**config.mk**
```make
export PLATFORM = sky130hd
export DESIGN_NAME = online_addsub_seq_r4
export DESIGN_NICKNAME = d
export VERILOG_FILES = /design/src/rtl/online_addsub_seq_r4.sv
export SDC_FILE = /design/constraint.sdc
export NUM_CORES = 1
export LEC_CHECK = 0
export BUFFER_PORTS_ARGS = -buffer_cell sky130_fd_sc_hd__buf_4
export CAP_MARGIN = 30
export CORE_ASPECT_RATIO = 0.8
export CORE_MARGIN = 2
export CORE_UTILIZATION = 45
export CTS_CLUSTER_SIZE = 16
export DETAILED_ROUTE_END_ITERATION = 8
export GPL_ROUTABILITY_DRIVEN = 0
export HOLD_SLACK_MARGIN = 0.06
export PLACE_DENSITY = 0.76
export SLEW_MARGIN = 10
export SYNTH_ARGS = -nofsm -noshare
export SYNTH_HDL_FRONTEND = slang
export SYNTH_SLANG_ARGS = --single-unit
export TNS_END_PERCENT = 100
```
**constraint.sdc**
```tcl
create_clock -name clk -period 7.1 [get_ports clk]
set_input_delay 0.355 -clock clk [delete_from_list [all_inputs] [get_ports clk]]
set_output_delay 0.355 -clock clk [all_outputs]
set_load 0.05 [all_outputs]
```
**src/rtl/online_addsub_seq_r4.sv**
```systemverilog
// Digit-serial radix-4 online adder/subtractor, MSD first, online delay 1; done N+1 edges after accept.
// No backpressure: start is taken only in IDLE. Optional digit stream under `ONLINE_SEQ_STREAM_EN.
module online_addsub_seq_r4 #(
    parameter int N = 8
) (
    input  logic               clk,
    input  logic               reset,
    input  logic               start,
    input  logic               sub,
    input  logic [3*N-1:0]     x_vec,
    input  logic [3*N-1:0]     y_vec,
    output logic               busy,
    output logic               done,
    output logic [3*(N+1)-1:0] z_vec,
    output logic               err,
    output logic [2:0]         z_digit,
    output logic               z_valid
);

    typedef enum logic [1:0] {IDLE, RUN, FLUSH, DONE} state_t;

    localparam int CW = $clog2(N + 1);

    state_t             state, state_nxt;
    logic [CW-1:0]      cnt;
    logic [3*N-1:0]     xs, ys;
    logic               sub_q;
    logic signed [2:0]  w_q;

    logic [2:0]         x_msd, y_msd;
    logic               x_bad, y_bad;
    logic signed [3:0]  xd, yd, s;
    logic signed [2:0]  t, w_nxt, t_eff, z_new;

    // Code 100 (-4) is illegal; it is flagged and contributes zero.
    always_comb begin
        x_msd = xs[3*N-1 -: 3];
        y_msd = ys[3*N-1 -: 3];
        x_bad = (x_msd == 3'b100);
        y_bad = (y_msd == 3'b100);
        xd    = x_bad ? 4'sd0 : $signed({x_msd[2], x_msd});
        yd    = y_bad ? 4'sd0 : $signed({y_msd[2], y_msd});
        s     = sub_q ? (xd - yd) : (xd + yd);
        if (s >= 4'sd3)
            t = 3'sd1;
        else if (s <= -4'sd3)
            t = -3'sd1;
        else
            t = 3'sd0;
        // s - 4t modulo 8 is just a flip of bit 2 whenever a transfer occurs.
        w_nxt = $signed({s[2] ^ (t != 3'sd0), s[1:0]});
        t_eff = (state == FLUSH) ? 3'sd0 : t;
        z_new = w_q + t_eff;
    end

    always_comb begin
        state_nxt = state;
        case (state)
            IDLE:    if (start) state_nxt = RUN;
            RUN:     if (cnt == CW'(N - 1)) state_nxt = FLUSH;
            FLUSH:   state_nxt = DONE;
            DONE:    state_nxt = IDLE;
            default: state_nxt = IDLE;
        endcase
    end

    assign busy = (state == RUN) || (state == FLUSH);
    assign done = (state == DONE);

    always_ff @(posedge clk) begin
        if (reset) begin
            state <= IDLE;
            cnt   <= '0;
            xs    <= '0;
            ys    <= '0;
            sub_q <= 1'b0;
            w_q   <= '0;
            err   <= 1'b0;
            z_vec <= '0;
        end else begin
            state <= state_nxt;
            case (state)
                IDLE: begin
                    if (start) begin
                        xs    <= x_vec;
                        ys    <= y_vec;
                        sub_q <= sub;
                        cnt   <= '0;
                        w_q   <= '0;
                        err   <= 1'b0;
                        z_vec <= '0;
                    end
                end
                RUN: begin
                    xs    <= {xs[3*N-4:0], 3'b000};
                    ys    <= {ys[3*N-4:0], 3'b000};
                    cnt   <= cnt + 1'b1;
                    w_q   <= w_nxt;
                    err   <= err | x_bad | y_bad;
                    z_vec <= {z_vec[3*N-1:0], z_new};
                end
                FLUSH: begin
                    w_q   <= '0;
                    z_vec <= {z_vec[3*N-1:0], z_new};
                end
                default: ;
            endcase
        end
    end

`ifdef ONLINE_SEQ_STREAM_EN
    always_ff @(posedge clk) begin
        if (reset) begin
            z_valid <= 1'b0;
            z_digit <= 3'b000;
        end else begin
            z_valid <= busy;
            z_digit <= busy ? z_new : 3'b000;
        end
    end
`else
    assign z_valid = 1'b0;
    assign z_digit = 3'b000;
`endif

endmodule

```
==> impl_metrics.json <==
{
  "num_rows": 30,
  "finalNetCount": 534,
  "post_cts_resized": 0,
  "fp.dieArea_sq_um": 9330,
  "cp_slowest_cell": "fa_1",
  "powerDensity_nw_per_um2": 442,
  "detailroute.via_count": 3074,
  "wl_per_cell_um": 13.9,
  "drc_errors": 0,
  "hold-path-cell-count": 3,
  "rr_startpoint": "ys[21]$_SDFFE_PP0P_",
  "area_delta_synth_final_pct": 20.9,
  "die-height_um": 86.8,
  "post-route-util_pct": 55.5,
  "final-seq-area_sq_um": 1720,
  "vdd_drop_max_uv": 213,
  "synth.distinct_cells": 41,
  "grt_pass1_wl_um": 13700,
  "yosysTopAreaCellShare_pct": 44.6,
  "critical_path.cell_chain": "inv_1, ha_1, nand2_1, nand3_1, o21a_1, inv_1, fa_1, xor2_1, o211a_1, nor3_1, ha_1, fa_1, xnor2_1, nand4b_1, or4_1, o211ai_2",
  "final.setup_skew_ps": 8.13,
  "power_w": 0.00206,
  "worst-endpoint-required_ps": 7390,
  "synth_enable_flop_cells": 0,
  "start_util_pct": 45.9,
  "synthesis.area_per_instance_sq_um": 9.41,
  "cts_setup_buffers": 0,
  "antenna-diode-count": 0,
  "cap_violations": 0,
  "placed_wire_length_estimate_um": 5470,
  "tightest_slew_ps": 867,
  "cpPeakStageDelay_ps": 460,
  "crit_path_end_kind": "register",
  "drt-total-wl_um": 8180,
  "reg2reg_to": "z_vec[2]$_SDFFE_PP0P_",
  "nFillCells": 780,
  "grt_antenna_before_repair": 0,
  "leftover_overflow_at_the_end_of_global_routing": 0,
  "cts_num_sinks": 86,
  "numCtsBuffers": 9,
  "arrival_ps": 3830,
  "start_kind": "register",
  "drtIter0Drc": 119,
  "hold_violations": 0,
  "clock_tree.buffer_depth": 2,
  "pin_count": 86,
  "h_tree_depth": 3,
  "cp_num_buf_inv": 2,
  "hold_buffers_post_cts": 0,
  "cell_types_occupying_the_most_area_after_synthesis": "dfxtp_1 (45%), mux2i_1 (11%), a211oi_1 (8.4%)",
  "yosysTopAreaCell": "dfxtp_1",
  "post-route-period-util_pct": 49.8,
  "power.static_leakage_nw": 1.89,
  "ant_nets": 0,
  "synthFlopType": "dfxtp_1",
  "largest_net_degree_at_the_start_of_global_routing": 89,
  "r2r.worst_path.cells": 16,
  "setup_total_negative_slack_ps": 0,
  "whs_endpoint": "ys[2]$_SDFFE_PP0P_",
  "fmaxAchievable_mhz": 283,
  "syn-instance-count": 410,
  "timing.final.setup_violations": 0,
  "tritoncts": "built",
  "worst_skew_pair.late_latency_ps": 350,
  "detail_route.vias_per_cell": 5.24,
  "rsz0062_at_grt": "no",
  "grt_pass1_vias": 3024,
  "synth.yosys.warnings": 0,
  "launch_point_of_the_critical_path": "ys[21]$_SDFFE_PP0P_",
  "drv_slew": 0,
  "max-slew-margin-rel_pct": 42.2,
  "min_period_ps": 3540,
  "root_buffer": "clkbuf_8",
  "buffer_ports.inserted": 81,
  "outcome": "completed",
  "worst-path-max-fanout": 4,
  "multiInputGateArea_sq_um": 1910,
  "synth_sequential_area_ratio_pct": 44.6,
  "fp.dieW_um": 107,
  "drt_first_pass_iters": 5,
  "setup.worst_path.class": "register to register",
  "timing.hold.worst.start": "y_vec[2]",
  "ys_ff_latch": 86,
  "hold_wc_path_type": "input pin to register",
  "globalRouteTotalUtil_pct": 18.3,
  "regToRegSetupSlack_ps": 3560,
  "crit_family": "adder cells",
  "synth_area_sq_um": 3860,
  "proportion_of_layout_cells_with_a_drive_suffix_above_1_pct": 22.1,
  "ys_async_sr_fraction_pct": 0,
  "path_clk_slew_ps": 90,
  "design.core.area_sq_um": 8410
}
==> layout make-up <==
| cell class | instances | share of cell area, % |
|---|---|---|
| clock buffer | 11 | 3.03 |
| clock inverter | 5 | 1.77 |
| inverter | 9 | 0.724 |
| multi-input combinational | 280 | 41.0 |
| sequential | 86 | 36.9 |
| tap | 112 | 3.01 |
| timing repair buffer | 84 | 13.5 |
==> registers in the layout, summed over array words and instances (netlist names) <==
signal	flops
cnt	4
err	1
state	2
sub_q	1
w_q	3
xs	24
ys	24
z_vec	27
==> cell families after synthesis <==
logic type | Yosys count | synth area share [%]
xor+xnor | 3 | 0.682
mux | 45 | 11.8
fa+ha+maj | 12 | 4.28
compound gates | 98 | 18.7
other cells | 1 | 0.0972
flops | 86 | 44.6
buf+inv | 47 | 6.29
simple gates | 118 | 13.6
==> synthesized netlist by cell type (2+ instances only) <==
| library cell | count |
|---|---|
| dfxtp_1 | 86 |
| nor2_1 | 85 |
| fa_1 | 2 |
| nand2b_1 | 4 |
| a21oi_1 | 10 |
| nand2_1 | 5 |
| nor2b_1 | 3 |
| o21ai_0 | 2 |
| xnor2_1 | 2 |
| mux2i_1 | 44 |
| nand3b_1 | 4 |
| a32oi_1 | 2 |
| ha_1 | 10 |
| buf_6 | 3 |
| nor3_1 | 5 |
| nand4b_1 | 2 |
| clkbuf_1 | 13 |
| a211oi_1 | 43 |
| a22oi_1 | 32 |
| nor3b_1 | 2 |
| buf_4 | 7 |
| inv_1 | 9 |
| buf_2 | 14 |
| o21a_1 | 2 |
| nand3_1 | 3 |
==> power breakdown <==
| part | total [W] | internal (W) | switching, W |
|---|---|---|---|
| Clock | 0.000378 | 0.000208 | 0.000170 |
| Sequential | 0.000680 | 0.000605 | 0.0000749 |
| Combinational | 0.00101 | 0.000379 | 0.000626 |
==> worst min-delay path: stages <==
cell and delay (ps):
buf_4 80, a22oi_1 50, nor2_1 70
==> worst max-delay path by stage <==
stage,endpoint,slack (ps),cells after the start
after floorplan,z_vec[2]$_SDFFE_PP0P_,3990,16
after global placement,z_vec[2]$_SDFFE_PP0P_,3890,16
after detailed placement,z_vec[2]$_SDFFE_PP0P_,3630,16
after CTS,z_vec[2]$_SDFFE_PP0P_,3560,16
after global routing,z_vec[2]$_SDFFE_PP0P_,3380,16
final,z_vec[2]$_SDFFE_PP0P_,3560,16
==> through the flow <==
step | hold WS, ps | std cells | cell area (sq um) | setup WS (ps)
6_report | 235 | 587 | 4660 | 3560
5_1_grt | 224 | 587 | 4660 | 3380
4_1_cts | 219 | 587 | 4660 | 3560
3_5_place_dp | 484 | 571 | 4440 | 3630
3_3_place_gp | 466 | 571 | 4440 | 3890
2_1_floorplan | 453 | 413 | 3870 | 3990
==> metal layers <==
metal / up-vias / share of wire (%) / global-route usage, %
met2: 65 / 46 / 30.7
met5: - / 0 / 0
met1: 1415 / 47 / 22.2
met4: 0 / 1.2 / 6.18
li1: 1584 / - / -
met3: 10 / 5.4 / 5.79
==> placed cells by master (no fill, tap or decap), types with 2 or more instances in the layout <==
cell / count
dfxtp_1: 86
nor2_1: 84
buf_4: 84
mux2i_1: 44
a211oi_1: 43
a22oi_1: 32
a21oi_1: 10
clkbuf_8: 10
inv_1: 9
ha_1: 9
nand2_1: 5
nor3_1: 5
nand2b_1: 4
nand3b_1: 4
conb_1: 4
nand3_1: 3
nor2b_1: 3
clkinvlp_4: 3
o21a_1: 2
xnor2_1: 2
nand4b_1: 2
o21ai_0: 2
a32oi_1: 2
nor3b_1: 2
fa_1: 2
bufinv_16: 2
Power figures use the tool's default switching activity.
